--- config.mk ---
export PLATFORM = sky130hd
export DESIGN_NAME = seg_scan_decoder
export DESIGN_NICKNAME = d
export VERILOG_FILES = /design/src/rtl/seg_scan_decoder.sv
export SDC_FILE = /design/constraint.sdc
export NUM_CORES = 1
export LEC_CHECK = 0
export BUFFER_PORTS_ARGS = -buffer_cell sky130_fd_sc_hd__buf_2
export CORE_MARGIN = 2
export CORE_UTILIZATION = 58
export DETAILED_ROUTE_END_ITERATION = 7
export MAX_ROUTING_LAYER = met4
export PLACE_DENSITY = 0.91
export SLEW_MARGIN = 10
export SYNTH_ARGS = -nofsm -noshare
export SYNTH_HDL_FRONTEND = slang
export SYNTH_SLANG_ARGS = --single-unit
--- constraint.sdc ---
create_clock -name clk -period 6.2 [get_ports clk]
set_input_delay 0.31 -clock clk [delete_from_list [all_inputs] [get_ports clk]]
set_output_delay 0.31 -clock clk [all_outputs]
set_load 0.05 [all_outputs]
--- src/rtl/seg_scan_decoder.sv ---
// rtl/seg_scan_decoder.sv - 7-segment scan bus readback decoder; optional macro SEGDEC_ORDER_CHECK_EN
module seg_scan_decoder #(
    parameter int DIGITS        = 8,
    parameter int SETTLE_CYCLES = 2
) (
    input  logic                  clk,
    input  logic                  reset,
    input  logic [DIGITS-1:0]     sel_n,
    input  logic [7:0]            seg_n,
    output logic [4*DIGITS-1:0]   digit_bcd,
    output logic [DIGITS-1:0]     digit_valid,
    output logic [DIGITS-1:0]     dp,
    output logic                  frame_done,
    output logic [15:0]           frame_cnt,
    output logic                  sel_err,
    output logic                  seg_err,
    output logic                  order_err
);

    typedef enum logic {S_WAIT, S_HELD} state_t;

    logic [DIGITS-1:0]   sel_q;
    logic [7:0]          seg_q;
    logic [3:0]          stab_q;
    state_t              state_q, state_d;
    logic [DIGITS-1:0]   mask_q;
    logic [4*DIGITS-1:0] bcd_q;
    logic [DIGITS-1:0]   valid_q, dp_q;
    logic [15:0]         fcnt_q;
    logic                frame_q, sel_err_q, seg_err_q;

    logic                changed, do_act, do_sample, do_selerr;
    logic [DIGITS-1:0]   sel_act;
    logic                blank, onehot, legal;
    logic [3:0]          value;

    // Map an active-low gfedcba pattern to its decimal value; bit 4 flags a legal digit.
    function automatic logic [4:0] decode7(input logic [6:0] p);
        case (p)
            7'h40:   decode7 = {1'b1, 4'd0};
            7'h79:   decode7 = {1'b1, 4'd1};
            7'h24:   decode7 = {1'b1, 4'd2};
            7'h30:   decode7 = {1'b1, 4'd3};
            7'h19:   decode7 = {1'b1, 4'd4};
            7'h12:   decode7 = {1'b1, 4'd5};
            7'h02:   decode7 = {1'b1, 4'd6};
            7'h78:   decode7 = {1'b1, 4'd7};
            7'h00:   decode7 = {1'b1, 4'd8};
            7'h10:   decode7 = {1'b1, 4'd9};
            default: decode7 = {1'b0, 4'hF};
        endcase
    endfunction

    assign changed = ({sel_n, seg_n} != {sel_q, seg_q});
    assign sel_act = ~sel_q;
    assign blank   = (sel_act == '0);
    assign onehot  = !blank && ((sel_act & (sel_act - 1'b1)) == '0);
    assign {legal, value} = decode7(seg_q[6:0]);

    // Input capture and saturating stability counter; any bus change restarts the settle window.
    always_ff @(posedge clk) begin
        if (reset) begin
            sel_q  <= '1;
            seg_q  <= 8'hFF;
            stab_q <= 4'd0;
        end else begin
            sel_q  <= sel_n;
            seg_q  <= seg_n;
            if (changed)
                stab_q <= 4'd0;
            else if (stab_q != 4'hF)
                stab_q <= stab_q + 4'd1;
        end
    end

    // FSM state register.
    always_ff @(posedge clk) begin
        if (reset) state_q <= S_WAIT;
        else       state_q <= state_d;
    end

    // One action per stable dwell: WAIT acts once settled, HELD waits for the bus to move.
    always_comb begin
        state_d = state_q;
        do_act  = 1'b0;
        case (state_q)
            S_WAIT: begin
                if (stab_q >= 4'(SETTLE_CYCLES)) begin
                    do_act  = 1'b1;
                    state_d = changed ? S_WAIT : S_HELD;
                end
            end
            S_HELD: begin
                if (changed) state_d = S_WAIT;
            end
            default: state_d = S_WAIT;
        endcase
    end

    assign do_sample = do_act && onehot;
    assign do_selerr = do_act && !onehot && !blank;

    // Digit store, seen-mask, frame counter and error pulses.
    always_ff @(posedge clk) begin
        if (reset) begin
            bcd_q     <= '1;
            valid_q   <= '0;
            dp_q      <= '0;
            mask_q    <= '0;
            fcnt_q    <= 16'd0;
            frame_q   <= 1'b0;
            sel_err_q <= 1'b0;
            seg_err_q <= 1'b0;
        end else begin
            sel_err_q <= do_selerr;
            seg_err_q <= do_sample && !legal;
            frame_q   <= &mask_q;
            if (&mask_q)
                fcnt_q <= fcnt_q + 16'd1;
            mask_q <= ((&mask_q) ? '0 : mask_q) | (do_sample ? sel_act : '0);
            for (int i = 0; i < DIGITS; i++) begin
                if (do_sample && sel_act[i]) begin
                    bcd_q[4*i +: 4] <= legal ? value : 4'hF;
                    valid_q[i]      <= legal;
                    dp_q[i]         <= ~seg_q[7];
                end
            end
        end
    end

`ifdef SEGDEC_ORDER_CHECK_EN
    localparam int IDXW = (DIGITS > 1) ? $clog2(DIGITS) : 1;

    logic [IDXW-1:0] idx, prev_q, expect_idx;
    logic            first_q, order_q;

    // Encode the one-hot select into a position index.
    always_comb begin
        idx = '0;
        for (int i = 0; i < DIGITS; i++)
            if (sel_act[i]) idx = IDXW'(i);
    end

    assign expect_idx = (prev_q == IDXW'(DIGITS-1)) ? '0 : prev_q + 1'b1;

    // Scan-order tracker; the first sample after reset is taken as the sequence start.
    always_ff @(posedge clk) begin
        if (reset) begin
            prev_q  <= IDXW'(DIGITS-1);
            first_q <= 1'b1;
            order_q <= 1'b0;
        end else begin
            order_q <= do_sample && !first_q && (idx != expect_idx);
            if (do_sample) begin
                prev_q  <= idx;
                first_q <= 1'b0;
            end
        end
    end

    assign order_err = order_q;
`else
    assign order_err = 1'b0;
`endif

    assign digit_bcd   = bcd_q;
    assign digit_valid = valid_q;
    assign dp          = dp_q;
    assign frame_done  = frame_q;
    assign frame_cnt   = fcnt_q;
    assign sel_err     = sel_err_q;
    assign seg_err     = seg_err_q;

endmodule

==> summary.txt, run 1 <==
Worst setup path
  – R2r setup slk: 3.62 ns
  – Worst endpoint required time: 6.41 ns
  – Worst path cell trace: and4_1 > o21ai_0 > o21ai_1 > nand3_1 > mux2i_1
  – Slowest cell on the critical path: o21ai_1
  – Crit end category: flop
  – CP top delay family: compound AO/OA/AOI/OAI gates
  – CP Launch Type: flop
  – Critical-path maximum fanout: 16
  – Critical path buffers and inverters: 0
  – Kind of critical path: reg -> reg
  – CP arrival: 2.79 ns
  – Max stage delay on crit path: 0.90 ns

Synthesis
  – Cell Area, Synth: 0.003984 sq mm
  – Dominant cell type by area after synthesis: dfxtp_1
  – Yosys reg bits: 96
  – Ys Warns: 0
  – Syn Nets: ~460
  – Post-synth EDFFs: 0
  – Most common cell in the synthesized netlist: dfxtp_1
  – Seq/Total Area, Yosys: 0.4824
  – Async SR Flop Fraction: 0
  – Avg Cell Area, Syn: 9.013 sq um
  – Mapped Cells: approximately 440
  – Yosys cell types: 49
  – Synth Flop Type: dfxtp_1
  – Post-synth top area share: 0.4824
  – Top post-synthesis cells by area: dfxtp_1 48%, mux2i_1 5.3%, nor2_1 5.3%
  – Synth cell count leaders: 96 x dfxtp_1, 56 x nor2_1, 28 x nand2_1

Layout
  – Final Non-Filler Cells: 597
  – Layout cells sized above 1: 0.2437
  – Multi-input gate area: a little under 0.002 sq mm
  – Final #Nets: about 530
  – FF+latch area: about 0.0019 sq mm
  – Fillers: 517
  – ANT cells: 0
  – Syn-to-layout area delta: 15.14%
  – Final instance area: ~0.0046 sq mm

Floorplan
  – I/O pin cnt: 86
  – Initial Utilization: 0.5929
  – Row count: 30
  – Die Y: 86.88 um
  – DIE WIDTH: 86.88 um
  – Core area: 0.006719 sq mm
  – Die area: ~0.0075 sq mm

Clock tree
  – Worst-case clock buffer depth: 2
  – Latest clock arrival within the worst-skew pair: 0.36 ns
  – CTS buffer count: 9
  – Post-CTS Hold Buffers: 0
  – Post-CTS Resized: 0
  – Number of setup buffers added after CTS: 0
  – Clk slew on worst S/H paths: around 0.090 ns
  – H-tree levels: 3
  – CTS tree: built
  – Clock sinks: 96
  – Root Buffer: clkbuf_8

Placed design
  – Area after DPL: 0.004405 sq mm
  – IO Port Bufs: 84
  – GP Congestion: 0.9751
  – # placed instances: about 580
  – Post-DP HPWL: 6688 um

Timing
  – Slew @ Worst Pin: 1.130 ns
  – Clock skew: 0.01272 ns
  – Min cycle time layout: 2.580 ns
  – FMAX: 0.3876 GHz
  – Hold Vio Cnt, Final: 0
  – Tcrit/Tclk final: 0.4161
  – Final Max Tran Viols: 0
  – Final Setup Violations: 0
  – RSZ-0062 raised after global routing: false
  – Fin Setup TNS: 0 ns
  – Slew headroom: 0.2419

Global routing
  – Largest net degree at the start of global routing: 90
  – First-pass GRT wire length: ~15000 um
  – Initial antenna violation count: 0
  – Grt ovf: 0
  – Vias in the first global route: 3191
  – GR Util All Layers: 0.2566

Routing
  – Vias per inst: 5.829
  – 1st-iter DRT viols: 307
  – Post-route ant nets: 0
  – Via count: 3480
  – Total iterations of the first detailed-routing run: 5
  – Total wire length: 9311 um
  – Drt wl/cell: 15.60 um
  – Drt drc: 0

Status
  – Outcome: finished clean

Pwr
  – Static leakage: 1.886 nW
  – Pwr Density: ~230 mW/mm^2
  – VDD IR max: 0.1419 mV

Run
  – Maxcap violations: 0

Hold path
  – Worst hold path type: in -> reg
-- worst reg2reg max path, delay by kind of cell, from the launching register on --
family / cells / cell delay [ns]
flip-flops: 1 / 0.46
AO/OA/AOI/OAI: 2 / 1.03
AND/OR/NAND/NOR: 2 / 0.74
multiplexers: 1 / 0.21
-- final timing paths --
path | start | end | depth (start not counted)
worst min register to register | mask_q[6]$_SDFF_PP0_ | mask_q[6]$_SDFF_PP0_ | 2
worst max register to register | sel_q[4]$_SDFF_PP1_ | digit_bcd[23]$_SDFFE_PP1P_ | 5
worst max-delay path | sel_q[4]$_SDFF_PP1_ | digit_bcd[23]$_SDFFE_PP1P_ | 5
worst min-delay path | seg_n[3] | seg_q[3]$_SDFF_PP1_ | 2
-- layer usage --
| metal | vias up | track usage | wire [um] |
|---|---|---|---|
| met3 | 18 | 0.05118 | 614 |
| met5 | - | - | 0 |
| met1 | 1623 | 0.3217 | 4046 |
| met2 | 150 | 0.4087 | 4482 |
| met4 | 0 | 0.09943 | 167 |
| li1 | 1689 | - | - |
-- cell families after synthesis --
logic type / Yosys count / share of synthesized area
xor+xnor: 32 / 0.07035
buf+inv: 31 / 0.03235
fa+ha+maj: 4 / 0.01194
compound gates: 75 / 0.1225
simple gates: 181 / 0.2239
flops: 96 / 0.4824
other cells: 1 / 0.0009413
mux: 22 / 0.05559
-- stage by stage --
step                utilization  hold WS (ns)  setup WS (ns)  total power (W)
floorplan                     -        0.4166          4.146        0.0006915
global placement         0.6557        0.4453          3.799        0.0007056
CTS                      0.6827        0.1448          3.636         0.001072
global route             0.6827        0.1490          3.416         0.001108
finish                   0.6827        0.1539          3.620         0.001066
detailed placement       0.6557        0.4571          3.654        0.0007084
-- state kept, by name, indices dropped and copies added, names as in the netlist --
name and count:
seg_q 8, digit_valid 8, mask_q 8, frame_done 1, frame_cnt 16, stab_q 4, state_q 1, seg_err 1
digit_bcd 32, sel_q 8, dp 8, sel_err 1
-- layout make-up --
class / count / area share
Timing Repair Buffer: 86 / 0.09493
Clock buffer: 10 / 0.03001
Tap cell: 80 / 0.02182
Multi-Input combinational cell: 315 / 0.4214
Inverter: 4 / 0.003273
Clock inverter: 6 / 0.009547
Sequential cell: 96 / 0.4190
-- power by group --
| group | leakage (nW) | switching, W | internal (W) |
|---|---|---|---|
| Sequential | 0.779 | 0.0000107 | 0.000622 |
| Clock | 0.0979 | 0.000212 | 0.000159 |
| Combinational | 1.01 | 0.0000400 | 0.0000232 |
-- layout by cell type (no fill, tap or decap), drive strengths merged, types with 2 or more instances in the layout --
master	instances
o21ai	13
nand3b	2
dfxtp	96
clkbuf	10
nor3	24
mux2i	21
clkinv	5
or3	3
and3	3
xor2	14
or3b	2
a21oi	24
o211ai	6
nor4	4
xnor2	18
ha	3
buf	86
a31oi	5
nand2	30
nor2	56
and2	3
nand3	16
nand4	14
or2	18
inv	5
a211oi	18
(Power assumes the default switching activity.)
==> inputs of run 2 (changes only) <==
- ABC_AREA: not set -> 1
- CORE_UTILIZATION: 58 -> 49
- PLACE_DENSITY: 0.91 -> 0.82
- clock period: 6.2 -> 2.2 ns (I/O delays scaled with it)
==> run 2 against run 1 <==
Compared with the run above:
- sequential share of layout area fell by 4.3 points
- final cell count grew 36%
- maximum frequency rose by 28%
- global-route usage shrank 2.1 points
- hold slack gained 0.062 ns
- power grew to 3.0 times the previous value
- synthesized area up 6.3%
- critical endpoint is now digit_bcd[7]$_SDFFE_PP1P_
- clock skew rose by 0.0015 ns
- first-iteration DRC count decreased by 24%
- critical path depth rose by 2
- clock power grew to 3.3 times the previous value
- largest power group unchanged
- flip-flop and latch count stayed put
==> summary.txt, run 2 <==
Layout
  – Commonest non-fill, non-tap cell in the layout: nand2_1 (was dfxtp_1)
  – Syn-to-layout area delta: 20.60% (was 15.14%)
  – Multi-input gate area: 0.001973 sq mm (was 0.001933 sq mm)
  – Max FFs per register: 32 (unchanged)
  – Fillers: 755 (was 517)
  – ANT cells: 0 (unchanged)
  – Most frequent cells in the layout: 188 x nand2_1, 96 x dfxtp_1, 84 x buf_2, 83 x nor2_1, 67 x inv_1 (was 96 x dfxtp_1, 84 x buf_2, 56 x nor2_1, 28 x nand2_1)
  – FF+latch area: 0.001922 sq mm (unchanged)
  – Layout cells sized above 1: 0.1749 (was 0.2437)
  – Final #Nets: 725 (was 533)
  – Util after Layout: 0.6151 (was 0.6827)

Synthesis
  – Avg Cell Area, Syn: 7.008 sq um (was 9.013 sq um)
  – Synth Flop Type: dfxtp_1 (unchanged)
  – Yosys reg bits: 96 (unchanged)
  – Post-synth EDFFs: 0 (unchanged)
  – Dominant cell type by area after synthesis: dfxtp_1 (unchanged)
  – Syn Nets: 625 (was 463)
  – Ys Warns: 0 (unchanged)
  – Synth cell count leaders: 188 x nand2_1, 96 x dfxtp_1, 83 x nor2_1 (was 96 x dfxtp_1, 56 x nor2_1, 28 x nand2_1)
  – Top post-synthesis cells by area: dfxtp_1 45%, nand2_1 17%, nor2_1 7.4% (was dfxtp_1 48%, mux2i_1 5.3%, nor2_1 5.3%)
  – Seq/Total Area, Yosys: 0.4540 (was 0.4824)
  – Most common cell in the synthesized netlist: nand2_1 (was dfxtp_1)
  – Post-synth top area share: 0.4540 (was 0.4824)
  – Mapped Cells: 604 (was 442)
  – Async SR Flop Fraction: 0 (unchanged)
  – Cell Area, Synth: 0.004233 sq mm (was 0.003984 sq mm)
  – Yosys cell types: 33 (was 49)

Floorplan
  – I/O pin cnt: 86 (unchanged)
  – Die Y: 96.94 um (was 86.88 um)
  – Row count: 33 (was 30)
  – Initial Utilization: 0.5100 (was 0.5929)
  – DIE WIDTH: 96.94 um (was 86.88 um)
  – Die area: 0.009397 sq mm (was 0.007547 sq mm)
  – Core area: 0.008299 sq mm (was 0.006719 sq mm)

Clock tree
  – CTS buffer count: 9 (unchanged)
  – Worst-case clock buffer depth: 2 (unchanged)
  – Clock sinks: 96 (unchanged)
  – H-tree levels: 3 (unchanged)
  – CTS tree: built (unchanged)
  – Root Buffer: clkbuf_8 (unchanged)
  – Clk slew on worst S/H paths: 0.10 ns (was 0.09 ns)
  – Post-CTS Resized: 0 (unchanged)
  – Latest clock arrival within the worst-skew pair: 0.37 ns (was 0.36 ns)

Status
  – Outcome: finished clean (unchanged)

Global routing
  – GR Util All Layers: 0.2353 (was 0.2566)
  – Largest net degree at the start of global routing: 66 (was 90)
  – Initial antenna violation count: 0 (unchanged)
  – Vias in the first global route: 3817 (was 3191)
  – First-pass GRT wire length: 17620 um (was 14880 um)
  – Grt ovf: 0 (unchanged)

Timing
  – FMAX: 0.4973 GHz (was 0.3876 GHz)
  – Clock skew: 0.01419 ns (was 0.01272 ns)
  – Final Max Tran Viols: 0 (unchanged)
  – Tcrit/Tclk final: 0.9140 (was 0.4161)
  – Slew headroom: 0.5563 (was 0.2419)
  – Final Setup Violations: 0 (unchanged)
  – RSZ-0062 raised after global routing: false (unchanged)
  – Hold Vio Cnt, Final: 0 (unchanged)
  – Min cycle time layout: 2.011 ns (was 2.580 ns)
  – Fin Setup TNS: 0 ns (unchanged)
  – Slew @ Worst Pin: 0.6655 ns (was 1.130 ns)

Placed design
  – IO Port Bufs: 84 (unchanged)
  – GP Congestion: 0.8894 (was 0.9751)
  – Post-DP HPWL: 7529 um (was 6688 um)

Worst setup path
  – CP arrival: 2.23 ns (was 2.79 ns)
  – CP top delay family: simple AND/OR/NAND/NOR gates (was compound AO/OA/AOI/OAI gates)
  – Slowest cell on the critical path: dfxtp_1 (was o21ai_1)
  – Max stage delay on crit path: 0.45 ns (was 0.90 ns)
  – Most used cell, CP: nand2_1
  – Critical-path maximum fanout: 10 (was 16)
  – Worst path cell trace: inv_1 > o21ai_0 > nand2_1 > nor2_4 > nand4_2 > nand2_1 > nand3_1 (was and4_1 > o21ai_0 > o21ai_1 > nand3_1 > mux2i_1)
  – Worst endpoint required time: 2.42 ns (was 6.41 ns)
  – Crit end category: flop (unchanged)
  – CP Launch Type: flop (unchanged)
  – Critical path buffers and inverters: 1 (was 0)
  – Kind of critical path: reg -> reg (unchanged)

Routing
  – Via count: 4140 (was 3480)
  – 1st-iter DRT viols: 234 (was 307)
  – Total iterations of the first detailed-routing run: 5 (unchanged)
  – Vias per inst: 5.086 (was 5.829)
  – Total wire length: 10700 um (was 9311 um)
  – Drt wl/cell: 13.14 um (was 15.60 um)
  – Drt drc: 0 (unchanged)
  – Post-route ant nets: 0 (unchanged)

Pwr
  – VDD IR max: 0.4349 mV (was 0.1419 mV)
  – Static leakage: 2.535 nW (was 1.886 nW)
  – Pwr Density: 624.4 mW/mm^2 (was 232.3 mW/mm^2)

Hold path
  – Worst hold path type: in -> reg (unchanged)

Run
  – Maxcap violations: 0 (unchanged)
-- run 2: changes by cell type after synthesis, sizes merged, moves of 11 or more --
| cell | previous run | this run |
|---|---|---|
| a211oi | 18 | 2 |
| nand2 | 30 | 189 |
| nor3 | 24 | 13 |
| inv | 4 | 68 |
| nand3 | 16 | 50 |
| nor2 | 56 | 87 |
| xnor2 | 18 | 4 |
| mux2i | 21 | 1 |
| or2 | 18 | 6 |
-- run 2: per-stage QoR --
| step | setup WS [ns] | area (sq um) | hold slack, ns | instances | total power (W) |
|---|---|---|---|---|---|
| after floorplan | 0.4226 | 4233 | 0.2063 | 604 | 0.001935 |
| after global placement | 0.3005 | 4740 | 0.3109 | 782 | 0.001982 |
| after detailed placement | 0.2674 | 4740 | 0.3144 | 782 | 0.001985 |
| after CTS | 0.2252 | 5105 | 0.2075 | 814 | 0.003195 |
| after global routing | 0.01124 | 5105 | 0.2363 | 814 | 0.003310 |
| final | 0.1891 | 5105 | 0.2159 | 814 | 0.003187 |
-- run 2: worst paths after layout --
path,start,end,slack [ns],cells after the start
hold / removal,reset,frame_done$_SDFF_PP0_,0.22,2
setup / recovery,sel_q[5]$_SDFF_PP1_,digit_bcd[7]$_SDFFE_PP1P_,0.19,7
hold reg to reg,mask_q[5]$_SDFF_PP0_,mask_q[5]$_SDFF_PP0_,0.47,2
setup reg to reg,sel_q[5]$_SDFF_PP1_,digit_bcd[7]$_SDFFE_PP1P_,0.19,7
-- run 2: kinds of logic (layout without fill, tap and decap cells) --
group | count (synthesis) | in the layout | share of synthesized area
AO/OA/AOI/OAI | 46 | 46 | 0.05912
other | 1 | 1 | 0.0008859
flip-flops | 96 | 96 | 0.4540
buffers and inverters | 85 | 190 | 0.07981
XOR/XNOR | 8 | 8 | 0.01655
adder cells (fa/ha/maj) | 3 | 3 | 0.008869
AND/OR/NAND/NOR | 364 | 364 | 0.3784
multiplexers | 1 | 1 | 0.002365
-- run 2: area by class of cell --
| type | instances | share of cell area |
|---|---|---|
| sequential | 96 | 0.3765 |
| timing repair buffer | 104 | 0.1196 |
| clock buffer | 9 | 0.02426 |
| clock inverter | 7 | 0.01593 |
| inverter | 70 | 0.05147 |
| tap | 105 | 0.02574 |
| multi-input combinational | 423 | 0.3865 |
-- run 2: power by group --
group          internal, W  total, W  switching, W
Combinational    0.0000715  0.000196      0.000124
Sequential         0.00175   0.00177     0.0000200
Clock             0.000549   0.00122      0.000671
-- run 2: routing by layer --
layer / vias to the layer above / part of all wire / GRT usage
met5: - / 0 / -
met4: 0 / 0.0069 / 0.05959
met3: 6 / 0.055 / 0.04408
met2: 121 / 0.48 / 0.3873
met1: 1911 / 0.45 / 0.3000
li1: 2102 / - / -
-- run 2: repair_timing --
action / in CTS / in global routing
hold buffers: 16 / 0
hold endpoints to repair: 16 / 0
endpoints found under the setup margin: 0 / 0
setup buffers: 0 / 0
